**src/rtl/ppu_oam.sv**
```systemverilog
// rtl/ppu_oam.sv - sprite OAM responder for $2003/$2004 with renderer read port
// 256x8 object attribute memory with auto-incrementing bus address.
module ppu_oam (
  input  logic        I_clock,
  input  logic        I_reset,
  input  logic        I_tick,
  input  logic [15:0] I_addr,
  input  logic        I_rdwr,
  input  logic [7:0]  I_data,
  output logic [7:0]  O_data,
  output logic        O_hit,
  input  logic        I_render,
  input  logic [7:0]  I_raddr,
  output logic [7:0]  O_rdata
);

  logic [7:0] mem [0:255];
  logic [7:0] oam_addr;
  logic       sel;
  logic [2:0] reg_sel;
  logic       bus_ev;
  logic       wr_addr;
  logic       wr_data;
  logic       unused_addr_bits;

  // Attribute bytes (index % 4 == 2) have no storage behind bits 4:2 on real hardware.
  function automatic logic [7:0] attr_mask(input logic [7:0] d, input logic [7:0] a);
    return (a[1:0] == 2'b10) ? (d & 8'hE3) : d;
  endfunction

  assign sel              = (I_addr[15:13] == 3'b001);
  assign reg_sel          = I_addr[2:0];
  assign bus_ev           = I_tick && sel && !I_reset;
  assign wr_addr          = bus_ev && !I_rdwr && (reg_sel == 3'd3);
  assign wr_data          = bus_ev && !I_rdwr && (reg_sel == 3'd4);
  assign unused_addr_bits = ^I_addr[12:3];

  always_comb begin
    O_hit  = 1'b0;
    O_data = 8'h00;
    if (bus_ev && I_rdwr && (reg_sel == 3'd4)) begin
      O_hit  = 1'b1;
      O_data = attr_mask(mem[oam_addr], oam_addr);
    end
  end

  always_ff @(posedge I_clock) begin
    if (I_reset) begin
      oam_addr <= 8'h00;
    end else if (wr_addr) begin
      oam_addr <= I_data;
    end else if (wr_data) begin
      oam_addr <= oam_addr + 8'd1;
    end
  end

  // Memory has no reset; contents survive I_reset.
  always_ff @(posedge I_clock) begin
    if (wr_data && !I_render) begin
      mem[oam_addr] <= I_data;
    end
  end

  always_ff @(posedge I_clock) begin
    if (I_reset) begin
      O_rdata <= 8'h00;
    end else begin
      O_rdata <= attr_mask(mem[I_raddr], I_raddr);
    end
  end

endmodule

```
**config.mk**
```make
export PLATFORM = sky130hd
export DESIGN_NAME = ppu_oam
export DESIGN_NICKNAME = d
export VERILOG_FILES = /design/src/rtl/ppu_oam.sv
export SDC_FILE = /design/constraint.sdc
export NUM_CORES = 2
export LEC_CHECK = 0
export CORE_AREA = 2 2 586 588
export CTS_CLUSTER_SIZE = 10
export DETAILED_ROUTE_END_ITERATION = 6
export DIE_AREA = 0 0 588 590
export PLACE_DENSITY_LB_ADDON = 0.3
export SETUP_SLACK_MARGIN = 0.05
export SYNTH_ARGS = -nofsm -noshare
export SYNTH_HDL_FRONTEND = slang
export SYNTH_SLANG_ARGS = --single-unit
```
**constraint.sdc**
```tcl
create_clock -name I_clock -period 3.37 [get_ports I_clock]
set_input_delay 0.674 -clock I_clock [delete_from_list [all_inputs] [get_ports I_clock]]
set_output_delay 0.674 -clock I_clock [all_outputs]
set_load 0.03 [all_outputs]
```
==> impl_metrics.env <==
export IMPL_status="finished with violations"
export IMPL_violations="negative setup slack"
export IMPL_finalSetupViolations=8
export IMPL_worst_slack_ps=-1360
export IMPL_critical_path_endpoint="O_data[1]"
export IMPL_crit_slowest_cell="mux4_2"
export IMPL_top_layer="met5"
export IMPL_grt_pass1_vias=63500
export IMPL_cp_common_cell="buf_12"
export IMPL_ant_nets=0
export IMPL_cp_max_fo=10
export IMPL_dp_cells=10800
export IMPL_routed_wl_met3_mm=36.7
export IMPL_post_route_period_util_pct=140
export IMPL_design_portCount=54
export IMPL_area_growth_pct=24.0
export IMPL_viasPerCell=5.68
export IMPL_path_buf_inv=6
export IMPL_nets=6614
export IMPL_wl_met2_mm=174
export IMPL_cts_buffers=238
export IMPL_fin_crit_ps=4730
export IMPL_final_cell_count_no_fill=11300
export IMPL_grt_setup_unrepaired="true"
export IMPL_avgSynthCellArea_um2=18.4
export IMPL_first_iter_violations=9139
export IMPL_synth_cells=5354
export IMPL_rr_startpoint="mem[103][1]"
export IMPL_syn_nets=5395
export IMPL_hold_start="I_data[3]"
export IMPL_dr_pass1_iters=6
export IMPL_core_area_mm2=0.341
export IMPL_reg2reg_to="O_rdata[1]"
export IMPL_num_vias=63900
export IMPL_fin_skew_ps=79.4
export IMPL_drc=0
export IMPL_worst_pin_slew_ps=1290
export IMPL_final_common_cell="edfxtp_1"
export IMPL_power_density_mw_per_mm2=451
export IMPL_cts_hold_buf=0
export IMPL_clockBufferDepth=4
export IMPL_ys_ff_latch=2072
export IMPL_final_cell_area_mm2=0.122
export IMPL_arrival_ps=4060
export IMPL_slew_headroom_pct=13.6
export IMPL_drt_wl_total_mm=384
export IMPL_pre_cts_slack_ps=-1400
export IMPL_met1Wirelength_mm=150
export IMPL_drv_slew=0
export IMPL_synth_distinct_cells=83
export IMPL_path_delay_family="buffers and inverters"
export IMPL_cp_end_kind="output pin"
export IMPL_cts_sinks=2072
export IMPL_detailed_place_hpwl_mm=275
export IMPL_crit_type="reg2out"
export IMPL_cp_num_cells=12
export IMPL_cts_root_buf="clkbuf_16"
export IMPL_maxCapViolations=0
export IMPL_die_height_um=590
export IMPL_grt_pass1_wl_mm=526
export IMPL_synth_edff_count=2048
export IMPL_seq_area_frac_synth_pct=62.9
export IMPL_vdd_ir_drop_max_v=0.000435
export IMPL_fillers=32100
export IMPL_row_count=215
export IMPL_final_layout_size_suffix_gt1_share_pct=38.2
export IMPL_async_flop_share_pct=0
export IMPL_clkLatencyLatePin_ps=950
export IMPL_hp_class="in2reg"
export IMPL_die_w_um=588
export IMPL_gp_congestion=0.956
export IMPL_synth_area_mm2=0.0985
export IMPL_dieArea_mm2=0.347
export IMPL_max_clock_freq_mhz=211
export IMPL_r2r_slack_ps=340
export IMPL_synth_ff_type="edfxtp_1"
export IMPL_drt_wirelength_per_cell_um=34.1
export IMPL_htreeDepth=4
export IMPL_ys_warn_count=0
export IMPL_p_leak_nw=39.3
export IMPL_grt_start_max_net_pins=91
export IMPL_hold_slack_ps=295
export IMPL_crit_chain="buf_12, buf_16, buf_12, buf_12, mux4_2, mux2i_4, a221o_1, a31oi_1, nand4b_1, o32ai_4, buf_6, buf_12"
export IMPL_clk_pin_slew_ps=60
export IMPL_fin_util_pct=35.8
export IMPL_overflow=0
export IMPL_portBuffers=43
export IMPL_placed_area_mm2=0.114
export IMPL_crit_path_start_kind="flop"
export IMPL_required_ps=2700
export IMPL_hold_viol_final=0
export IMPL_grt_antenna_before_repair=23
export IMPL_final_cell_mix="edfxtp_1, buf_4, mux4_2"
export IMPL_grt_total_usage_pct=21.6
export IMPL_initial_core_util_pct=28.9
export IMPL_max_stage_delay_ps=540
export IMPL_r2r_cells=8
export IMPL_cts_tree="built"
## where the power goes
| part | internal [W] | switching, W |
|---|---|---|
| Clock | 0.0131 | 0.0104 |
| Combinational | 0.00126 | 0.00202 |
| Sequential | 0.0283 | 0.00000802 |
| Total | 0.0427 | 0.0124 |
## Yosys cell counts (24+ instances only)
library cell  instances  share of area [%]
o21ai_0              77               0.39
dfxtp_1              24               0.49
a2111oi_0            25               0.22
a22oi_1              69               0.53
buf_2               118               0.60
clkbuf_1            111               0.42
buf_4                44               0.34
buf_6                70               0.80
o22ai_1             138               0.88
a21oi_1             115               0.58
mux2i_1             505                5.1
nor2_1              376                1.4
o221ai_1            194                1.7
buf_8                39               0.59
edfxtp_1           2048                 62
a211oi_1             31               0.24
mux4_2              718                 16
nand2_1             132               0.50
nand3_1              44               0.22
mux4_1              114                3.0
nor3_1               50               0.25
## routing by layer
layer | global-route usage [%] | vias to the layer above
met1 | 28.8 | 34100
met5 | 0 | -
li1 | - | 25400
met4 | 10.4 | 8
met2 | 33.9 | 3730
met3 | 4.09 | 728
## registers in the layout, summed over array words and instances, names as in the netlist, named ones only
register / flops
mem: 2048
O_rdata: 8
oam_addr: 8
## per-stage QoR
step | TNS, ps | power [W]
6_report | -10450 | 0.0551
5_1_grt | -10560 | 0.0564
4_1_cts | -10410 | 0.0554
3_5_place_dp | -651120 | 0.0321
3_3_place_gp | -678610 | 0.0320
2_1_floorplan | -69.0 | 0.0302
## area by class of cell
class                      count  area, um^2  area share (%)
antenna                        9        22.5          0.0184
clock buffer                 337        6450            5.28
clock inverter                25         279           0.228
inverter                       8        41.3          0.0338
multi-input combinational   2849       34100            27.9
sequential                  2072       62000            50.7
tap                         4557        5700            4.67
timing repair buffer        1404       13600            11.1
## how the worst min path moves through the flow
stage,end,cells after the start
after floorplan,flop,2
after CTS,mem[56][3],1
after global placement,oam_addr[5],3
final,mem[57][3],1
after detailed placement,flop,3
after global routing,mem[56][3],1
## cell families (layout without fill, tap and decap cells)
kind of cell    Yosys count  in the layout  share of synthesized area, %
flops                  2072           2072                          62.9
fa+ha+maj                 4              4                        0.0508
compound gates          752            752                          5.45
simple gates            738            738                          3.40
mux                    1349           1349                          24.8
xor+xnor                  6              6                        0.0534
other cells               0              9                             0
buf+inv                 433           1774                          3.33
## what timing repair did
item	4_1_cts	5_1_grt
pin swaps	38	19
buffers inserted	45	5
resized for setup	178	66
cloned	10	2
setup endpoints to repair	8	8
Power figures use the tool's default switching activity.
